===== src/rtl/fetch_pkg.sv =====
`default_nettype none
// ============================================================================
// Module      : fetch_pkg
// Description : Shared widths, defaults and state type for the fetch stage.
// Revision    : 1.0 - initial release
// ============================================================================
package fetch_pkg;

    localparam int c_word_w = 16;
    localparam int c_addr_w = 16;

    typedef logic [c_word_w-1:0] word_t;
    typedef logic [c_addr_w-1:0] addr_t;

    localparam addr_t c_default_reset_pc  = 16'h0000;
    localparam word_t c_default_halt_word = 16'hFFFF;

    typedef enum logic [1:0] {
        ST_BOOT   = 2'd0,
        ST_RUN    = 2'd1,
        ST_HALTED = 2'd2
    } fetch_state_t;

endpackage
`default_nettype wire


===== src/rtl/if_id_register.sv =====
`default_nettype none
// ============================================================================
// Module      : if_id_register
// Description : IF/ID pipeline register: valid flag plus instruction, PC, PC+1.
// Revision    : 1.0 - initial release
// ============================================================================
module if_id_register
    import fetch_pkg::*;
(
    input  logic  clk,
    input  logic  rst_n,
    input  logic  i_load,
    input  logic  i_clear,
    input  word_t i_instr,
    input  addr_t i_pc,
    output logic  o_valid,
    output word_t o_instr,
    output addr_t o_pc,
    output addr_t o_pc_plus1
);

    logic  r_valid;
    word_t r_instr;
    addr_t r_pc;
    addr_t r_pc_plus1;

    // Clear only drops the valid flag; data keeps its last value.
    always_ff @(posedge clk or negedge rst_n) begin
        if (!rst_n) begin
            r_valid    <= 1'b0;
            r_instr    <= '0;
            r_pc       <= '0;
            r_pc_plus1 <= '0;
        end else if (i_clear) begin
            r_valid    <= 1'b0;
        end else if (i_load) begin
            r_valid    <= 1'b1;
            r_instr    <= i_instr;
            r_pc       <= i_pc;
            r_pc_plus1 <= i_pc + 16'd1;
        end
    end

    assign o_valid    = r_valid;
    assign o_instr    = r_instr;
    assign o_pc       = r_pc;
    assign o_pc_plus1 = r_pc_plus1;

endmodule
`default_nettype wire


===== src/rtl/instruction_fetch_unit.sv =====
`default_nettype none
// ============================================================================
// Module      : instruction_fetch_unit
// Description : PC, fetch state machine and IF/ID capture for a 16-bit core.
// Revision    : 1.0 - initial release
// ============================================================================
module instruction_fetch_unit
    import fetch_pkg::*;
#(
    parameter addr_t RESET_PC  = c_default_reset_pc,
    parameter word_t HALT_WORD = c_default_halt_word
) (
    input  logic  clk,
    input  logic  rst_n,
    output addr_t address,
    input  word_t instruction,
    input  logic  id_ready,
    input  logic  redirect,
    input  addr_t redirect_target,
    output logic  if_id_valid,
    output word_t if_id_instruction,
    output addr_t if_id_pc,
    output addr_t if_id_pc_plus1,
    output logic  halted
);

    fetch_state_t r_state;
    addr_t        r_pc;
    logic         r_halted;
    logic         w_fetch;
    logic         w_take_redirect;
    logic         w_clear;

    assign w_take_redirect = redirect && (r_state != ST_BOOT);
    assign w_fetch         = (r_state == ST_RUN) && (!if_id_valid || id_ready) && !redirect;
    assign w_clear         = w_take_redirect || (!w_fetch && if_id_valid && id_ready);

    always_ff @(posedge clk or negedge rst_n) begin
        if (!rst_n) begin
            r_state  <= ST_BOOT;
            r_pc     <= RESET_PC;
            r_halted <= 1'b0;
        end else if (r_state == ST_BOOT) begin
            r_state  <= ST_RUN;
            r_halted <= 1'b0;
        end else if (w_take_redirect) begin
            r_state  <= ST_RUN;
            r_pc     <= redirect_target;
            r_halted <= 1'b0;
        end else if (w_fetch) begin
            r_pc <= r_pc + 16'd1;
            // The halt word is still delivered; only further fetches stop.
            if (instruction == HALT_WORD) begin
                r_state  <= ST_HALTED;
                r_halted <= 1'b1;
            end
        end
    end

    assign address = r_pc;
    assign halted  = r_halted;

    if_id_register u_if_id (
        .clk        (clk),
        .rst_n      (rst_n),
        .i_load     (w_fetch),
        .i_clear    (w_clear),
        .i_instr    (instruction),
        .i_pc       (r_pc),
        .o_valid    (if_id_valid),
        .o_instr    (if_id_instruction),
        .o_pc       (if_id_pc),
        .o_pc_plus1 (if_id_pc_plus1)
    );

endmodule
`default_nettype wire


===== config.mk =====
export PLATFORM = sky130hd
export DESIGN_NAME = instruction_fetch_unit
export DESIGN_NICKNAME = d
export VERILOG_FILES = /design/src/rtl/fetch_pkg.sv /design/src/rtl/if_id_register.sv /design/src/rtl/instruction_fetch_unit.sv
export SDC_FILE = /design/constraint.sdc
export NUM_CORES = 1
export LEC_CHECK = 0
export BUFFER_PORTS_ARGS = -buffer_cell sky130_fd_sc_hd__buf_2
export CORE_UTILIZATION = 25
export DETAILED_ROUTE_END_ITERATION = 10
export GPL_TIMING_DRIVEN = 0
export MAX_ROUTING_LAYER = met4
export SLEW_MARGIN = 20
export SYNTH_ARGS = -nofsm -noshare
export SYNTH_HDL_FRONTEND = slang
export SYNTH_SLANG_ARGS = --single-unit

===== constraint.sdc =====
create_clock -name clk -period 1.61 [get_ports clk]
set_input_delay 0.0805 -clock clk [delete_from_list [all_inputs] [get_ports clk]]
set_output_delay 0.0805 -clock clk [all_outputs]
set_load 0.02 [all_outputs]

; Word level (Yosys, flattened, before mapping)
; Index checks and enable logic that the tools add are counted.
[word_totals]
ff_bits = 68
input_bits = 36
output_inout_bits = 66
word_cells = 43
[classes]
add_sub_neg = 1
n_eq_ne = 2
muxes = 12
bitwise_logic = 2
reduce_logical = 19
[op_table]
columns = operator, count
row1 = two-way mux 16 bit, 2
row2 = "adder 16 x 1 -> 16 bit, second input constant", 1
row3 = "equality test 16 bit, second input constant", 1
row4 = two-way mux 2 bit, 4
row5 = two-way mux 1 bit, 6
row6 = AND reduction 2 bit, 3
row7 = nonzero test 2 bit, 3
row8 = nonzero test 3 bit, 2
row9 = logical AND 1 bit, 5
row10 = zero test 1 bit, 3
row11 = "equality test 2 x 1 -> 1 bit, second input constant", 1
row12 = zero test 2 bit, 1
row13 = logical OR 1 bit, 2
row14 = inverter 1 bit, 2

; Depth between registers and ports, before layout
; Gate-level depths: netlist of the first run.
[logic_depth]
word_depth = 10
depth_mapped = 7
mapped_depth_nobuf = 5

; By module
; A second synthesis of the first run with hierarchy kept.
[hier_totals]
hier_cells = 299
area_unflattened_um2 = 3274.4
[by_module_without_submodules]
columns = mod, instances, cells_per_inst, area_each_um2
row1 = if_id_register, 1, 164, 2080.7
row2 = instruction_fetch_unit, 1, 135, 1193.6

; Worst setup path after synthesis of the first run
; No wires, ideal clock.
[synth_timing]
path_kind = register to register
startpoint = reg r_pc[0] (netlist: address[0])
endpoint = reg r_pc[14] (netlist: address[14])
setup_time_ns = 0.126
t_arrival_ns = 1.656
required_ns = 1.484
setup_slack_ns = -0.172
path_stages_with_launch = 6
synth_period_minus_slack_ns = 1.782
path_cell_list = dfrtp_1 > ha_1 > nand3_2 > nor4_4 > mux2i_1 > a221o_1
[synth_between]
elab_chain_len = 3
[synth_rtl]
columns = item, line_no
row1 = "start, declared", instruction_fetch_unit.sv:28  ; addr_t r_pc;
row2 = "start signal, assigned", instruction_fetch_unit.sv:48  ; r_pc <= redirect_target;
row3 = "start signal, assigned", instruction_fetch_unit.sv:51  ; r_pc <= r_pc + 16'd1;
row4 = adder 16 x 1 -> 16 bit, instruction_fetch_unit.sv:51
row5 = two-way mux 16 bit, instruction_fetch_unit.sv:50  ; end else if (w_fetch) begin
row6 = two-way mux 16 bit, instruction_fetch_unit.sv:46  ; end else if (w_take_redirect) begin
; No other way between the ends. The select of a mux whose other input is x is not followed.
; A chain may end at the register's enable or synchronous reset.

; Final worst setup path of the first run
[layout_timing]
startpoint = reg r_pc[1] (netlist: address[1])
endpoint = reg r_pc[14] (netlist: address[14])
; Same word-level chain as after synthesis.

==> results of run 1 <==
cells in the final DEF (no fill, tap or decap), drive strengths merged, types with 2 or more instances in the layout:
master	count
a22oi	4
a21o	5
o22ai	3
xor2	3
nor3	5
buf	125
clkbuf	19
dlygate4sd3	22
o221a	4
dfrtp	67
nand3	10
a21oi	7
a221o	2
inv	6
nand2b	3
o21ai	27
nand4	6
nand2	111
o21a	2
xnor2	10
nor2	7
nor4	4
registers in the layout, indices dropped and copies added (netlist names):
register,count
u_if_id.o_valid,1
u_if_id.o_instr,16
u_if_id.o_pc,16
r_state,2
address,16
u_if_id.o_pc_plus1,16
layer usage:
layer,wire [um],GRT usage [%]
met1,4042,19.43
met2,4344,25.80
met3,725,5.117
met4,164,5.586
met5,0,-
repair_timing:
action,CTS,global route
hold endpoints to repair,53,0
hold buffers,22,0
pin swaps,2,8
setup buffers,11,2
resized for setup,9,29
endpoints found under the setup margin,60,50
metrics by stage:
stage | hold WS [ps] | cell area (um^2) | cells | setup TNS [ps] | setup slack (ps)
2_1_floorplan | -215.1 | 3035 | 314 | 0 | 26.57
3_3_place_gp | 285.8 | 3715 | 557 | -3773 | -119.5
3_5_place_dp | 71.57 | 3737 | 558 | -5253 | -147.9
4_1_cts | 12.81 | 4348 | 606 | 0 | 6.667
5_1_grt | 26.69 | 4434 | 608 | -174.1 | -44.41
6_report | 16.16 | 4434 | 608 | 0 | 46.76
final cells by class:
type	instances	area [um^2]	area share (%)
multi-input combinational	224	1292	29.15
clock inverter	2	35.03	0.7901
inverter	6	22.52	0.5079
sequential	67	1685	38.01
buffer	16	121.4	2.737
timing repair buffer	136	844.6	19.05
clock buffer	14	254.0	5.728
tap	143	178.9	4.035
worst paths after layout:
path                       depth (start not counted)                start  slack (ps)                  end
min                                                3  redirect_target[10]          20          address[10]
max                                                5           address[1]          50          address[14]
min reg2reg                                        2  u_if_id.o_instr[14]         470  u_if_id.o_instr[14]
max reg2reg                                        5           address[1]          50          address[14]
min in group asynchronous                          2                rst_n         230   u_if_id.o_instr[8]
max in group asynchronous                          3                rst_n         810           address[6]
worst max-delay path: cells and delay by family (launching register included):
kind | cells | cell delay, ps
adders and majority gates | 1 | 180
DFF | 1 | 390
AOI/OAI and AO/OA | 1 | 270
muxes | 1 | 120
and+or+nand+nor | 2 | 490
where the power goes:
group | internal, mW | switching, mW | total (mW)
registers | 1.96 | 0.207 | 2.16
logic | 0.538 | 0.889 | 1.43
clock network | 1.24 | 0.719 | 1.96
Yosys cell counts, drive strengths merged:
| cell type | instances | area share, % |
|---|---|---|
| nor3b | 1 | 0.62 |
| a22oi | 4 | 1.0 |
| nor4 | 4 | 1.7 |
| xor2 | 3 | 0.87 |
| nand2 | 111 | 14 |
| a31o | 1 | 0.29 |
| nand4 | 6 | 1.7 |
| o221a | 4 | 1.5 |
| a21oi | 7 | 1.3 |
| ha | 1 | 0.42 |
| dfrtp | 67 | 56 |
| nand3 | 10 | 2.0 |
| xnor2 | 10 | 2.9 |
| a221o | 2 | 0.67 |
| o211ai | 1 | 0.42 |
| o21a | 2 | 0.50 |
| nor2 | 7 | 0.87 |
| and4 | 1 | 0.29 |
| mux2 | 1 | 0.37 |
| nor3 | 5 | 0.83 |
| clkbuf | 5 | 0.62 |
| a221oi | 1 | 0.29 |
| a2bb2oi | 1 | 0.29 |
| buf | 12 | 2.3 |
| a21o | 5 | 1.3 |
| and2 | 1 | 0.21 |
| nand3b | 1 | 0.25 |
| o21ai | 27 | 4.5 |
| mux2i | 1 | 0.33 |
| o22ai | 3 | 0.62 |
| inv | 6 | 0.75 |
| nand2b | 3 | 0.62 |
logic make-up (layout without fill, tap and decap cells):
kind of cell / count (synthesis) / in the layout / share of synthesized area (%)
compound gates: 58 / 58 / 12.64
xor+xnor: 13 / 13 / 3.782
fa+ha+maj: 1 / 1 / 0.4156
buf+inv: 23 / 174 / 3.658
flops: 67 / 67 / 55.69
mux: 2 / 2 / 0.7066
simple gates: 150 / 150 / 23.11
==> results.json, run 1 <==
{
  "yosysSeqAreaShare_pct": 55.69,
  "fp.dieH_um": 111.7,
  "io_pins": 102,
  "grt_remaining_overflow": 0,
  "path_class": "reg2reg",
  "maxSlewHeadroom_pct": 61.38,
  "setup_violations": 0,
  "period_minus_slack_ps": 1563,
  "crit_chain": "ha_4, nand3_4, nor4_4, mux2i_2, a221o_1",
  "crit_path_end_kind": "flip-flop",
  "antenna_found_initial": 0,
  "crit_slowest_cell": "dfrtp_2",
  "cts_tree": "yes",
  "worst_pin_slew_ps": 579.2,
  "nNetsFinal": 497,
  "max_cap_violations": 0,
  "power_mw": 5.552,
  "min_path_type": "in2reg",
  "fmax_ghz": 0.6397,
  "final.period_utilization_pct": 97.10,
  "first_iter_violations": 127,
  "synth_seq_cells": 67,
  "grt_pass1_vias": 2836,
  "irDropWorstVdd_mv": 0.4116,
  "cts_buffers": 9,
  "totalWireLength_um": 9277,
  "rsz0062_at_grt": "yes",
  "hold_viol_final": 0,
  "vias_per_cell": 4.627,
  "drc": 8,
  "required_ps": 1820,
  "netlist_area_um2": 3010,
  "area_growth_pct": 47.30,
  "drv_slew": 0,
  "post_drt_wl_per_cell_um": 15.26,
  "yosys_warnings": 0,
  "status": "finished, violations left",
  "violations": "DRC",
  "htreeDepth": 3,
  "cts_root_buf": "clkbuf_16",
  "netlist_instances": 314,
  "fin_util_pct": 38.34,
  "die-area_um2": 12480,
  "gp_congestion": 0.7404,
  "avgSynthCellArea_um2": 9.587,
  "fillCellCount": 1144,
  "cts_buffer_depth": 2,
  "grtUsageTotal_pct": 16.24,
  "die_w_um": 111.7,
  "core_um2": 11560,
  "slowest_delay_ps": 390,
  "io_buffers": 100,
  "powerDensity_nw_per_um2": 1252,
  "clk_latency_ps": 330,
  "path_clk_slew_ps": 50,
  "route.vias.total": 2813,
  "syn-num-nets": 351,
  "grt_max_degree": 36,
  "worstPathMaxFanout": 8,
  "drt_pre_antenna_iters": 7,
  "yosys.cell_types.count": 43,
  "start_kind": "flip-flop",
  "finClkSkew_ps": 5.508,
  "ant_nets": 0,
  "initial_core_util_pct": 26.03,
  "grt_pass1_wl_um": 15080,
  "row_count": 39,
  "drive_above_1_share_pct": 37.20,
  "worstPathArrival_ps": 1780,
  "p_leak_nw": 2.169,
  "cts.sinks": 67,
  "hpwl_um": 6620,
  "diodes": 0
}
No activity file was read; power rests on OpenSTA's default activity.
==> run 2: changes to the inputs <==
RECOVER_POWER = 50   (was default)
==> run 2 against run 1 <==
Compared with the run above:
- the run still ends with DRC left
- flip-flop and latch count unchanged
- critical path type unchanged
- non-clock buffer count unchanged
- largest power group unchanged
- via count up 0.32%
- largest cell class unchanged
- worst hold slack worse by 0.98 ps
- critical endpoint unchanged
==> results.json, run 2 (synthesis results as in run 1) <==
{
  "status": "finished, violations left",
  "violations": "DRC",
  "p_leak_nw": 2.072,
  "die-area_um2": 12480,
  "grt_pass1_wl_um": 15080,
  "setup_ws_ps": 48.97,
  "route.vias.total": 2822,
  "core_um2": 11560,
  "start_kind": "flip-flop",
  "mostFrequentLayoutCells": "nand2_1, buf_2, dfrtp_1",
  "antenna_found_initial": 0,
  "hold_end": "address[10]",
  "fp.dieH_um": 111.7,
  "hpwl_um": 6620,
  "crit_slowest_cell": "dfrtp_2",
  "setup_violations": 0,
  "worst_pin_slew_ps": 862.6,
  "drv_slew": 0,
  "grt_pass1_vias": 2836,
  "cts_tree": "yes",
  "path_clk_slew_ps": 50,
  "fmax_ghz": 0.6406,
  "drive_above_1_share_pct": 30.97,
  "gp_congestion": 0.7404,
  "min_path_cells": 3,
  "startpoint": "address[1]",
  "grt_max_degree": 36,
  "path_class": "reg2reg",
  "max_cap_violations": 0,
  "ant_nets": 0,
  "cts_buffers": 9,
  "crit_chain": "ha_4, nand3_4, nor4_4, mux2i_2, a221o_1",
  "fillCellCount": 1160,
  "min_from": "redirect_target[10]",
  "worstPathMaxFanout": 8,
  "period_minus_slack_ps": 1561,
  "clk_latency_ps": 330,
  "crit_family": "simple AND/OR/NAND/NOR gates",
  "irDropWorstVdd_mv": 0.4137,
  "tns_ps": 0,
  "grtUsageTotal_pct": 16.24,
  "reg2reg_to": "address[14]",
  "row_count": 39,
  "drt_pre_antenna_iters": 7,
  "maxSlewHeadroom_pct": 42.49,
  "multiInputGateArea_um2": 1292,
  "worstPathArrival_ps": 1780,
  "io_pins": 102,
  "io_buffers": 100,
  "die_w_um": 111.7,
  "path_buf_inv": 0,
  "r2r_slack_ps": 50,
  "pre_cts_ws_ps": -147.9,
  "r2r_cells": 5,
  "diodes": 0,
  "first_iter_violations": 126,
  "initial_core_util_pct": 26.03,
  "slowest_delay_ps": 390,
  "cts_buffer_depth": 2,
  "drc": 8,
  "final_common_cell": "nand2_1",
  "final.period_utilization_pct": 96.96,
  "powerDensity_nw_per_um2": 1258,
  "fin_util_pct": 37.90,
  "cts.sinks": 67,
  "htreeDepth": 3,
  "register_area_um2": 1685,
  "required_ps": 1830,
  "totalWireLength_um": 9258,
  "reg2reg_from": "address[1]",
  "vias_per_cell": 4.641,
  "rsz0062_at_grt": "yes",
  "cts_root_buf": "clkbuf_16",
  "finClkSkew_ps": 5.790,
  "hold_viol_final": 0,
  "post_drt_wl_per_cell_um": 15.23,
  "min_path_type": "in2reg",
  "nNetsFinal": 497,
  "crit_path_end_kind": "flip-flop",
  "area_growth_pct": 45.59,
  "grt_remaining_overflow": 0
}
[run 2: cell types whose count changed in the layout (fill, tap and decap cells not counted)]
cell,before,now
clkbuf_1,4,33
clkbuf_2,3,4
buf_2,103,74
buf_12,1,0
[run 2: worst max-delay path by stage]
stage / endpoint / slack, ps / depth (start not counted)
floorplan: address[12] / 30 / 6
global placement: u_if_id.o_pc[14] / -120 / 6
detailed placement: u_if_id.o_pc[13] / -150 / 6
CTS: address[12] / 7 / 6
global route: address[4] / -40 / 5
finish: address[14] / 50 / 5
[run 2: final cells by class]
class,instances,share of cell area [%]
clock inverters,2,0.7993
flip-flops and latches,67,38.45
clock buffers,14,5.795
repair buffers,136,18.10
well taps,143,4.082
plain buffers,16,2.769
multi-input cells,224,29.49
inverters,6,0.5138
[run 2: per-layer routing]
| metal | up-vias | GRT usage, % | part of all wire, % | wire length, um |
|---|---|---|---|---|
| met1 | 1366 | 19.43 | 44 | 4063 |
| met4 | 0 | 5.586 | 1.7 | 160 |
| met2 | 88 | 25.80 | 47 | 4345 |
| met3 | 12 | 5.117 | 7.4 | 689 |
| met5 | - | - | 0 | 0 |
| li1 | 1356 | - | - | - |
[run 2: tightest hold or removal path: cells and delay by family]
kind            cells  cell delay [ps]
buf+inv             1               80
compound gates      2              150
[run 2: metrics by stage]
stage,total power [mW],area (um^2),hold WS [ps],cells
4_1_cts,5.561,4348,12.81,606
2_1_floorplan,2.976,3035,-215.1,314
5_1_grt,5.799,4383,26.69,608
3_3_place_gp,3.484,3715,285.8,557
6_report,5.514,4383,15.18,608
3_5_place_dp,3.525,3737,71.57,558
[run 2: what timing repair did]
action / 4_1_cts / 5_1_grt
hold endpoints to repair: 53 / 0
buffers inserted: 11 / 2
hold buffers: 22 / 0
endpoints found under the setup margin: 60 / 50
resized for setup: 9 / 29
pin swaps: 2 / 8
[run 2: report_power, final]
part	leakage [nW]	switching [mW]	internal, mW
registers	0.804	0.211	1.96
logic	1.13	0.888	0.498
clock network	0.141	0.718	1.24
total	2.07	1.82	3.70
